File: config.mk
export PLATFORM = sky130hd
export DESIGN_NAME = euler_result_uart_fmt_flat
export DESIGN_NICKNAME = d
export VERILOG_FILES = /design/src/rtl/euler_pkg.sv /design/src/rtl/euler_result_uart_fmt_if.sv /design/src/rtl/bin2bcd_seq.sv /design/src/rtl/euler_result_uart_fmt.sv /design/src/flat_wrapper.sv
export SDC_FILE = /design/constraint.sdc
export NUM_CORES = 1
export LEC_CHECK = 0
export ABC_CLOCK_PERIOD_IN_PS = 5000
export CAP_MARGIN = 20
export CORE_UTILIZATION = 55
export CTS_CLUSTER_SIZE = 40
export DETAILED_ROUTE_END_ITERATION = 10
export PLACE_DENSITY = 0.77
export SYNTH_ARGS = -nofsm -noshare
export SYNTH_HDL_FRONTEND = slang
export SYNTH_SLANG_ARGS = --single-unit
File: constraint.sdc
create_clock -name clk -period 5 [get_ports clk]
set_input_delay 0.75 -clock clk [delete_from_list [all_inputs] [get_ports clk]]
set_output_delay 0.75 -clock clk [all_outputs]
set_load 0.02 [all_outputs]
File: src/rtl/euler_pkg.sv
// Shared definitions for the Euler result formatter: ASCII codes, FSM states, sizing helpers.
// The EULER_FMT_PREFIX_EN macro adds the StPrefix state.
package euler_pkg;

  localparam logic [7:0] AsciiZero  = 8'h30;
  localparam logic [7:0] AsciiCr    = 8'h0D;
  localparam logic [7:0] AsciiLf    = 8'h0A;
  localparam logic [7:0] AsciiE     = 8'h45;
  localparam logic [7:0] AsciiR     = 8'h52;
  localparam logic [7:0] AsciiP     = 8'h50;
  localparam logic [7:0] AsciiColon = 8'h3A;
  localparam logic [7:0] AsciiSpace = 8'h20;

  localparam int unsigned PrefixLen = 7;

  typedef enum logic [2:0] {
    StIdle,
    StConv,
    StEmitDig,
    StEmitCr,
    StEmitLf,
    StHold
`ifdef EULER_FMT_PREFIX_EN
    ,
    StPrefix
`endif
  } fmt_state_e;

  // Decimal digits of 2^width-1: floor(width*log10(2)) + 1.
  function automatic int unsigned calc_digits(int unsigned width);
    return (width * 30103) / 100000 + 1;
  endfunction

  // Byte idx of the "Pnnnn: " prefix for problem number num.
  function automatic logic [7:0] prefix_byte(int unsigned num, int unsigned idx);
    case (idx)
      0:       return AsciiP;
      1:       return AsciiZero + 8'((num / 1000) % 10);
      2:       return AsciiZero + 8'((num / 100) % 10);
      3:       return AsciiZero + 8'((num / 10) % 10);
      4:       return AsciiZero + 8'(num % 10);
      5:       return AsciiColon;
      default: return AsciiSpace;
    endcase
  endfunction

endpackage

File: src/rtl/euler_result_uart_fmt_if.sv
// Solver-result input and ASCII byte-stream output of the result formatter.
interface euler_result_uart_fmt_if #(
  parameter int unsigned WIDTH = 32
);
  logic [WIDTH-1:0] result_in;
  logic             done_in;
  logic             error_in;
  logic [7:0]       out_data;
  logic             out_valid;
  logic             out_ready;
  logic             busy;
  logic             reported;

  modport master (
    input  result_in, done_in, error_in, out_ready,
    output out_data, out_valid, busy, reported
  );

  modport slave (
    output result_in, done_in, error_in, out_ready,
    input  out_data, out_valid, busy, reported
  );
endinterface

File: src/rtl/bin2bcd_seq.sv
// Sequential double-dabble: WIDTH cycles after start, done_o pulses on the final shift cycle.
module bin2bcd_seq #(
  parameter int unsigned WIDTH  = 32,
  parameter int unsigned DIGITS = 10
) (
  input  logic                  clk,
  input  logic                  rst,
  input  logic                  start_i,
  input  logic [WIDTH-1:0]      bin_i,
  output logic                  busy_o,
  output logic                  done_o,
  output logic [4*DIGITS-1:0]   bcd_o
);
  localparam int unsigned CntW = $clog2(WIDTH + 1);

  logic [WIDTH-1:0]    sh_q, sh_d;
  logic [4*DIGITS-1:0] bcd_q, bcd_d, adj;
  logic [CntW-1:0]     cnt_q, cnt_d;
  logic                busy_q, busy_d;

  always_comb begin
    adj = bcd_q;
    for (int unsigned i = 0; i < DIGITS; i++) begin
      if (bcd_q[4*i +: 4] >= 4'd5) adj[4*i +: 4] = bcd_q[4*i +: 4] + 4'd3;
    end
    sh_d   = sh_q;
    bcd_d  = bcd_q;
    cnt_d  = cnt_q;
    busy_d = busy_q;
    if (start_i) begin
      sh_d   = bin_i;
      bcd_d  = '0;
      cnt_d  = CntW'(WIDTH);
      busy_d = 1'b1;
    end else if (busy_q) begin
      bcd_d = {adj[4*DIGITS-2:0], sh_q[WIDTH-1]};
      sh_d  = {sh_q[WIDTH-2:0], 1'b0};
      cnt_d = cnt_q - CntW'(1);
      if (cnt_q == CntW'(1)) busy_d = 1'b0;
    end
  end

  always_ff @(posedge clk) begin
    if (rst) begin
      sh_q   <= '0;
      bcd_q  <= '0;
      cnt_q  <= '0;
      busy_q <= 1'b0;
    end else begin
      sh_q   <= sh_d;
      bcd_q  <= bcd_d;
      cnt_q  <= cnt_d;
      busy_q <= busy_d;
    end
  end

  assign busy_o = busy_q;
  assign done_o = busy_q && (cnt_q == CntW'(1));
  assign bcd_o  = bcd_q;
endmodule

File: src/rtl/euler_result_uart_fmt.sv
// Formats a solver result as decimal ASCII + CR LF on a valid/ready byte stream, once per run.
// Define EULER_FMT_PREFIX_EN to prepend "Pnnnn: " (streamed while the conversion runs).
module euler_result_uart_fmt
  import euler_pkg::*;
#(
  parameter int unsigned WIDTH       = 32,
  parameter int unsigned DIGITS      = calc_digits(WIDTH),
  parameter int unsigned PROBLEM_NUM = 11
) (
  input  logic                      clk,
  input  logic                      rst,
  euler_result_uart_fmt_if.master   fmt_io
);
  localparam int unsigned IdxW = (DIGITS > 1) ? $clog2(DIGITS) : 1;
  localparam int unsigned CntW = (IdxW > 3) ? IdxW : 3;

  fmt_state_e          state_q, state_d;
  logic                err_q, err_d;
  logic [CntW-1:0]     cnt_q, cnt_d;
  logic                conv_start, conv_busy, conv_done;
  logic [4*DIGITS-1:0] bcd;
  logic [IdxW-1:0]     lead, cur;
  logic [3:0]          nib;

  bin2bcd_seq #(
    .WIDTH  (WIDTH),
    .DIGITS (DIGITS)
  ) u_bin2bcd (
    .clk     (clk),
    .rst     (rst),
    .start_i (conv_start),
    .bin_i   (fmt_io.result_in),
    .busy_o  (conv_busy),
    .done_o  (conv_done),
    .bcd_o   (bcd)
  );

  // Highest nonzero nibble; all-zero result leaves lead at 0 so a single '0' is sent.
  always_comb begin
    lead = '0;
    for (int unsigned i = 0; i < DIGITS; i++) begin
      if (bcd[4*i +: 4] != 4'd0) lead = IdxW'(i);
    end
  end

  // cnt_q counts bytes already sent in the current field.
  assign cur = lead - cnt_q[IdxW-1:0];
  assign nib = bcd[4*cur +: 4];

  always_comb begin
    state_d          = state_q;
    err_d            = err_q;
    cnt_d            = cnt_q;
    conv_start       = 1'b0;
    fmt_io.out_valid = 1'b0;
    fmt_io.out_data  = 8'h00;
    unique case (state_q)
      StIdle: begin
        if (fmt_io.done_in) begin
          err_d      = fmt_io.error_in;
          cnt_d      = '0;
          conv_start = !fmt_io.error_in;
`ifdef EULER_FMT_PREFIX_EN
          state_d    = StPrefix;
`else
          state_d    = fmt_io.error_in ? StEmitDig : StConv;
`endif
        end
      end
`ifdef EULER_FMT_PREFIX_EN
      StPrefix: begin
        fmt_io.out_valid = 1'b1;
        fmt_io.out_data  = prefix_byte(PROBLEM_NUM, int'(cnt_q));
        if (fmt_io.out_ready) begin
          if (cnt_q == CntW'(PrefixLen - 1)) begin
            cnt_d   = '0;
            state_d = (err_q || !conv_busy || conv_done) ? StEmitDig : StConv;
          end else begin
            cnt_d = cnt_q + CntW'(1);
          end
        end
      end
`endif
      StConv: begin
        if (conv_done || !conv_busy) state_d = StEmitDig;
      end
      StEmitDig: begin
        fmt_io.out_valid = 1'b1;
        if (err_q) fmt_io.out_data = (cnt_q == '0) ? AsciiE : AsciiR;
        else       fmt_io.out_data = AsciiZero + {4'h0, nib};
        if (fmt_io.out_ready) begin
          if (err_q ? (cnt_q == CntW'(2)) : (cur == '0)) begin
            cnt_d   = '0;
            state_d = StEmitCr;
          end else begin
            cnt_d = cnt_q + CntW'(1);
          end
        end
      end
      StEmitCr: begin
        fmt_io.out_valid = 1'b1;
        fmt_io.out_data  = AsciiCr;
        if (fmt_io.out_ready) state_d = StEmitLf;
      end
      StEmitLf: begin
        fmt_io.out_valid = 1'b1;
        fmt_io.out_data  = AsciiLf;
        if (fmt_io.out_ready) state_d = StHold;
      end
      StHold: begin
        if (!fmt_io.done_in) state_d = StIdle;
      end
      default: state_d = StIdle;
    endcase
  end

  always_ff @(posedge clk) begin
    if (rst) begin
      state_q <= StIdle;
      err_q   <= 1'b0;
      cnt_q   <= '0;
    end else begin
      state_q <= state_d;
      err_q   <= err_d;
      cnt_q   <= cnt_d;
    end
  end

  assign fmt_io.busy     = (state_q != StIdle) && (state_q != StHold);
  assign fmt_io.reported = (state_q == StHold);
endmodule
File: src/flat_wrapper.sv
// flat-port wrapper written by rule: the top's interface ports become plain ports
module euler_result_uart_fmt_flat import euler_pkg::*;
#(
  parameter int unsigned WIDTH       = 32,
  parameter int unsigned DIGITS      = calc_digits(WIDTH),
  parameter int unsigned PROBLEM_NUM = 11
)
  (clk, rst, fmt_io_result_in, fmt_io_done_in, fmt_io_error_in, fmt_io_out_ready, fmt_io_out_data, fmt_io_out_valid, fmt_io_busy, fmt_io_reported);
  euler_result_uart_fmt_if #(.WIDTH(WIDTH)) fmt_io_i ();
  input  logic clk;
  input  logic rst;
  input wire logic [$bits(fmt_io_i.result_in)-1:0] fmt_io_result_in;
  input wire logic [$bits(fmt_io_i.done_in)-1:0] fmt_io_done_in;
  input wire logic [$bits(fmt_io_i.error_in)-1:0] fmt_io_error_in;
  input wire logic [$bits(fmt_io_i.out_ready)-1:0] fmt_io_out_ready;
  output wire logic [$bits(fmt_io_i.out_data)-1:0] fmt_io_out_data;
  output wire logic [$bits(fmt_io_i.out_valid)-1:0] fmt_io_out_valid;
  output wire logic [$bits(fmt_io_i.busy)-1:0] fmt_io_busy;
  output wire logic [$bits(fmt_io_i.reported)-1:0] fmt_io_reported;
  assign fmt_io_i.result_in = fmt_io_result_in;
  assign fmt_io_i.done_in = fmt_io_done_in;
  assign fmt_io_i.error_in = fmt_io_error_in;
  assign fmt_io_i.out_ready = fmt_io_out_ready;
  assign fmt_io_out_data = fmt_io_i.out_data;
  assign fmt_io_out_valid = fmt_io_i.out_valid;
  assign fmt_io_busy = fmt_io_i.busy;
  assign fmt_io_reported = fmt_io_i.reported;
  euler_result_uart_fmt #(.WIDTH(WIDTH), .DIGITS(DIGITS), .PROBLEM_NUM(PROBLEM_NUM)) u_core (.clk(clk), .rst(rst), .fmt_io(fmt_io_i));
endmodule
==> results.py, run 1 <==
metrics = {
    "outcome": {
        "outcome": "completed",
    },
    "power": {
        "power_frac_comb_pct": 23.8,
        "p_int_mw": 1.13,
        "p_sw_share_pct": 33.7,
        "clock_power_share_pct": 28.1,
        "p_leak_nw": 2.15,
        "p_sw_mw": 0.573,
        "sequentialPowerShare_pct": 48.1,
        "ir_drop_v": 0.000156,
        "cellPowerDensity_nw_per_um2": 292,
    },
    "layout": {
        "fin_cells": 755,
        "nets": 713,
        "antenna_cells": 0,
        "seq_area_um2": 1740,
        "n_fill_cell": 776,
        "syn2layout_area_growth_pct": 13.3,
        "multi_input_area_um2": 3140,
        "layout-drive-gt1-share_pct": 6.65,
    },
    "global_route": {
        "grt_max_degree": 68,
        "grt_pass1_vias": 4289,
        "grt_usage_pct": 24.1,
        "grt_antenna_before_repair": 0,
        "overflow": 0,
        "grt_pass1_wl_mm": 19.0,
    },
    "yosys": {
        "synth_fa_ha_area_share_pct": 8.42,
        "yosysTopAreaCell": "dfxtp_1",
        "synth_common_cells": "94 x nor2_1, 87 x dfxtp_1, 50 x a21oi_1",
        "synth_top_family_by_area": "simple AND/OR/NAND/NOR gates",
        "syn_inst": 613,
        "yosysTopAreaCellShare_pct": 33.9,
        "syn_nets": 684,
        "syn-cell-area_um2": 5140,
        "synthFlopType": "dfxtp_1",
        "yosys_register_bits": 87,
        "yosys-top-cells-area": "dfxtp_1 34%, mux2i_1 9.5%, ha_1 8.0%, nor2_1 6.9%, a211oi_1 5.6%",
        "synth_cell_type_count": 48,
        "yosysWarnings": 0,
        "synth_xor_xnor_area_share_pct": 4.72,
        "seq_area_frac_synth_pct": 33.9,
        "synth_edf_count": 0,
        "yosys.area_share.simple_pct": 17.4,
        "async_reset_ff_share_pct": 0,
        "synthMuxAreaShare_pct": 14.1,
        "syn_avg_cell_area_um2": 8.38,
        "yosysMostFrequentCell": "nor2_1",
        "synth_compound_area_share_pct": 16.2,
    },
    "clock_tree": {
        "cts_tree": "yes",
        "h-tree-depth": 3,
        "clkTransAtPathRegs_ns": 0.09,
        "cts_buffer_depth": 2,
        "numCtsBuffers": 9,
        "insertion_delay_ns": 0.38,
        "cts_sinks": 87,
        "cts-root-buf": "clkbuf_8",
    },
    "drt": {
        "vias_per_cell": 5.77,
        "drt_iter0_drc": 210,
        "num_vias": 4357,
        "wl_per_cell_um": 14.4,
        "dr.pass1.iters": 4,
        "routed_wl_mm": 10.9,
        "final_antenna_net_count": 0,
        "drc": 0,
    },
    "placement": {
        "portBuffers": 46,
        "hpwl_mm": 7.54,
        "gp_congestion": 0.840,
        "dp_cells": 739,
    },
    "timing": {
        "fmax_mhz": 212,
        "rsz0062_at_grt": "no",
        "worst_pin_slew_ns": 0.846,
        "fin_worst_skew_ns": 0.0111,
        "finalCritPeriodShare_pct": 94.2,
        "drv_slew": 0,
        "fin_crit_ns": 4.71,
        "slew_headroom_pct": 43.6,
        "setup_tns_ns": 0,
        "setup_viol": 0,
        "hold_violations": 0,
    },
    "worst_setup_path": {
        "start_kind": "register",
        "crit_end": "fmt_io_out_data[0]",
        "crit_family": "multiplexers",
        "cpPeakStageDelay_ns": 0.52,
        "cp.required_ns": 4.25,
        "cp_slowest_cell": "fa_1",
        "cp.depth": 16,
        "crit_fanout": 10,
        "worstSetupEndpointType": "output pin",
        "timing.rr.end": "u_core.state_q[0]",
        "crit_chain": "inv_1 > ha_1 > nand2_1 > o21bai_1 > a31oi_1 > o21bai_1 > a21oi_1 > ha_1 > inv_1 > fa_1 > buf_6 > mux4_2 > mux2_2 > mux2i_1 > a21oi_1 > dlygate4sd2_1",
        "r2r_cells": 15,
        "path_buf_inv": 4,
        "worstPathArrival_ns": 3.96,
        "r2r_start": "u_core.u_bin2bcd.bcd_o[12]",
        "reg2reg_slack_ns": 1.67,
        "path_class": "register to output pin",
        "crit_path_start": "u_core.u_bin2bcd.bcd_o[12]",
    },
    "floorplanning": {
        "row_count": 34,
        "start_util_pct": 57.8,
        "ios": 48,
        "die-width_um": 98.7,
        "chipHeight_um": 98.7,
        "fp.dieArea_um2": 9740,
        "coreArea_um2": 8890,
    },
    "worst_hold_path": {
        "min_path_type": "register to register",
    },
    "run": {
        "maxCapViolCount": 0,
    },
}
## cell type report
class                   count  area share, %
inverters                  31           2.00
multi-input cells         462           53.9
well taps                 108           2.32
repair buffers             51           8.68
clock inverters             7           1.07
clock buffers               9           2.13
flip-flops and latches     87           29.9
## cells in the final DEF, fill, tap and decap left out, types with 3 or more instances in the layout
master,count
xnor2_1,13
a21oi_1,50
dfxtp_1,86
mux2_2,4
ha_1,33
and3_1,4
buf_4,4
a211oi_1,38
nand2b_1,11
inv_1,29
mux2i_1,49
nor3_1,13
nand3_1,19
a31oi_1,5
nor2_1,94
clkbuf_8,9
nand2_1,40
clkdlybuf4s50_1,42
xor2_1,11
o21ai_0,36
mux4_2,6
inv_6,3
## worst min-delay path, stage by stage, from the launching register on
cell,delay (ns)
dfxtp_1,0.35
nand2_1,0.06
a21oi_1,0.05
## stage by stage
step                      utilization, %  power (mW)  setup slack (ns)  hold slack, ns  instance area, µm²
after CTS                           65.3        1.71            0.0741           0.492                5810
after global routing                65.5        1.80            0.0168           0.521                5820
final                               65.5        1.70             0.289           0.497                5820
after floorplan                        -        1.12              1.08           0.456                5140
after global placement              63.2        1.22             0.441           0.472                5620
after detailed placement            63.2        1.24             0.340           0.479                5620
## power by group through the flow
stage	Clock [mW]	Combinational, mW	Sequential, mW
4_1_cts	0.487	0.405	0.818
3_5_place_dp	0	0.404	0.834
6_report	0.479	0.405	0.819
2_1_floorplan	0	0.331	0.793
3_3_place_gp	0	0.393	0.832
5_1_grt	0.522	0.450	0.830
## per-layer routing
metal	GRT usage [%]	vias to the layer above	share of wire (%)
met2	43.8	94	49
met4	6.66	0	1.7
met3	5.46	21	4.0
met5	0	-	0
li1	-	2200	-
met1	28.5	2042	45
## cells by family (layout without fill, tap and decap cells)
family          after synthesis  after routing
xor+xnor                     26             26
compound gates              140            140
fa+ha+maj                    34             34
mux                          61             61
buf+inv                      64             98
simple gates                200            200
flops                        87             87
other cells                   1              1
## sequential cells by signal, indices dropped and copies added (netlist names)
signal	count
u_core.u_bin2bcd.busy_o	1
u_core.u_bin2bcd.cnt_q	6
u_core.state_q	3
u_core.u_bin2bcd.bcd_o	40
u_core.cnt_q	4
u_core.err_q	1
u_core.u_bin2bcd.sh_q	32
## what timing repair did
item	4_1_cts	5_1_grt
gates resized for setup	2	6
hold buffers	0	0
setup endpoints to repair	2	4
setup buffers	0	0
## how the worst min path moves through the flow
| stage | slack [ns] | depth (start not counted) | start | endpoint |
|---|---|---|---|---|
| after floorplan | 0.46 | 2 | u_core.u_bin2bcd.bcd_o[39] | u_core.u_bin2bcd.bcd_o[39] |
| after global placement | 0.47 | 2 | u_core.u_bin2bcd.cnt_q[0] | u_core.u_bin2bcd.cnt_q[0] |
| after detailed placement | 0.48 | 2 | u_core.u_bin2bcd.cnt_q[0] | u_core.u_bin2bcd.cnt_q[0] |
| after CTS | 0.49 | 2 | u_core.u_bin2bcd.bcd_o[39] | u_core.u_bin2bcd.bcd_o[39] |
| after global routing | 0.52 | 2 | u_core.u_bin2bcd.bcd_o[39] | u_core.u_bin2bcd.bcd_o[39] |
| final | 0.50 | 2 | u_core.u_bin2bcd.bcd_o[39] | u_core.u_bin2bcd.bcd_o[39] |
(Power assumes the default switching activity.)
==> run 2, diff against run 1 <==
--- a/config.mk
+++ b/config.mk
@@ -10,7 +10,7 @@
 export CORE_UTILIZATION = 55
 export CTS_CLUSTER_SIZE = 40
 export DETAILED_ROUTE_END_ITERATION = 10
-export PLACE_DENSITY = 0.77
+export PLACE_DENSITY_LB_ADDON = 0.1
 export SYNTH_ARGS = -nofsm -noshare
 export SYNTH_HDL_FRONTEND = slang
 export SYNTH_SLANG_ARGS = --single-unit
==> run 2 against run 1 <==
Net effect: sequential power down 0.6%; total power rose by 3.2%; critical path type unchanged; critical path depth unchanged; highest routed layer unchanged; register-to-register slack got worse by 0.16 ns; first-iteration DRC count shrank 16%.
==> results.py, run 2 (same netlist as run 1, synthesis figures left out) <==
metrics = {
    "outcome": {
        "outcome": "completed",
    },
    "global_route": {
        "grt_max_degree": 49,
        "grt_pass1_wl_mm": 18.9,
        "grt_usage_pct": 23.7,
        "overflow": 0,
        "grt_pass1_vias": 4131,
        "grt_antenna_before_repair": 0,
    },
    "floorplanning": {
        "chipHeight_um": 98.7,
        "start_util_pct": 57.8,
        "ios": 48,
        "row_count": 34,
        "fp.dieArea_um2": 9740,
        "coreArea_um2": 8890,
        "die-width_um": 98.7,
    },
    "layout": {
        "multi_input_area_um2": 3140,
        "largest_register_ffs": 40,
        "fin_area_um2": 5900,
        "syn2layout_area_growth_pct": 14.8,
        "antenna_cells": 0,
        "seq_area_um2": 1750,
        "fin_cells": 762,
        "layout-drive-gt1-share_pct": 7.80,
        "final_common_cell": "nor2_1",
        "final_cell_mix": "94 x nor2_1, 86 x dfxtp_1, 50 x a21oi_1",
        "n_fill_cell": 728,
        "nets": 720,
    },
    "clock_tree": {
        "ctsHoldBuffers": 0,
        "cts-root-buf": "clkbuf_8",
        "cts_tree": "yes",
        "insertion_delay_ns": 0.36,
        "cts_buffer_depth": 2,
        "clkTransAtPathRegs_ns": 0.10,
        "numCtsBuffers": 9,
        "h-tree-depth": 3,
        "cts_sinks": 87,
    },
    "power": {
        "p_sw_share_pct": 32.1,
        "power_frac_comb_pct": 23.5,
        "cellPowerDensity_nw_per_um2": 298,
        "p_total_mw": 1.76,
        "p_sw_mw": 0.564,
        "p_leak_nw": 2.20,
        "ir_drop_v": 0.000199,
        "sequentialPowerShare_pct": 46.3,
        "clock_power_share_pct": 30.2,
        "p_int_mw": 1.19,
    },
    "worst_setup_path": {
        "cp.required_ns": 4.25,
        "crit_family": "adder cells",
        "cp_slowest_cell": "fa_2",
        "crit_chain": "inv_1 > ha_1 > nor3b_1 > o21bai_1 > a31oi_1 > o21bai_1 > a21oi_1 > ha_1 > inv_1 > fa_2 > buf_4 > mux4_2 > mux2_2 > mux2i_1 > a21oi_1 > dlymetal6s2s_1",
        "path_buf_inv": 4,
        "worstPathArrival_ns": 3.98,
        "crit_fanout": 6,
        "start_kind": "register",
        "cpPeakStageDelay_ns": 0.63,
        "worstSetupEndpointType": "output pin",
        "path_class": "register to output pin",
    },
    "placement": {
        "gp_congestion": 0.836,
        "portBuffers": 46,
        "hpwl_mm": 7.58,
        "dp_cells": 739,
        "dpl_cell_area_um2": 5630,
    },
    "run": {
        "maxCapViolCount": 0,
    },
    "timing": {
        "slew_headroom_pct": 53.0,
        "finalCritPeriodShare_pct": 94.6,
        "worst_pin_slew_ns": 0.705,
        "fin_crit_ns": 4.73,
        "drv_slew": 0,
        "setup_tns_ns": 0,
        "hold_violations": 0,
        "setup_viol": 0,
        "fmax_mhz": 211,
        "rsz0062_at_grt": "no",
        "fin_worst_skew_ns": 0.0128,
    },
    "drt": {
        "num_vias": 4277,
        "wl_per_cell_um": 14.3,
        "vias_per_cell": 5.61,
        "routed_wl_mm": 10.9,
        "final_antenna_net_count": 0,
        "drt_iter0_drc": 176,
        "drc": 0,
        "dr.pass1.iters": 4,
    },
    "worst_hold_path": {
        "min_path_type": "register to register",
    },
}
run 2: cell type report:
type	count	area share (%)
clock buffer	10	2.33
clock inverter	6	1.27
inverter	31	1.97
multi-input combinational	462	53.2
sequential	87	29.6
tap	108	2.29
timing repair buffer	58	9.38
run 2: metrics by stage:
stage               hold slack, ns  setup WS (ns)  utilization (%)
floorplan                    0.456           1.08                -
global placement             0.472          0.196             63.3
detailed placement           0.482         0.0841             63.3
CTS                          0.496       0.000832             65.9
global route                 0.512         0.0558             66.3
finish                       0.493          0.271             66.3
run 2: worst paths after layout:
kind,start,to,slack (ns),cells past startpoint
worst max register to register,u_core.u_bin2bcd.bcd_o[4],u_core.cnt_q[0],1.51,16
worst min register to register,u_core.u_bin2bcd.cnt_q[0],u_core.u_bin2bcd.cnt_q[0],0.49,2
worst min-delay path,u_core.u_bin2bcd.cnt_q[0],u_core.u_bin2bcd.cnt_q[0],0.49,2
worst max-delay path,u_core.u_bin2bcd.bcd_o[4],fmt_io_out_data[0],0.27,16
run 2: repair_timing:
action / in CTS / in global routing
setup endpoints to repair: 4 / 4
gates resized for setup: 2 / 7
pin swaps: 1 / 1
buffers inserted: 3 / 4
run 2: power groups by stage:
stage / registers (mW) / clock network (mW) / logic, mW
3_5_place_dp: 0.830 / 0 / 0.407
2_1_floorplan: 0.793 / 0 / 0.331
6_report: 0.814 / 0.530 / 0.413
3_3_place_gp: 0.827 / 0 / 0.400
5_1_grt: 0.825 / 0.566 / 0.457
4_1_cts: 0.814 / 0.539 / 0.412
run 2: worst min-delay path, delay by kind of cell (launching register included):
kind,cells,cell delay [ns]
simple gates,1,0.06
flops,1,0.34
compound gates,1,0.05
run 2: routing by layer:
layer | share of wire [%] | GRT usage, % | wire (µm)
met1 | 49 | 31.7 | 5390
met2 | 46 | 39.6 | 5030
met3 | 3.1 | 2.98 | 334
met4 | 1.7 | 8.38 | 182
met5 | 0 | 0 | 0
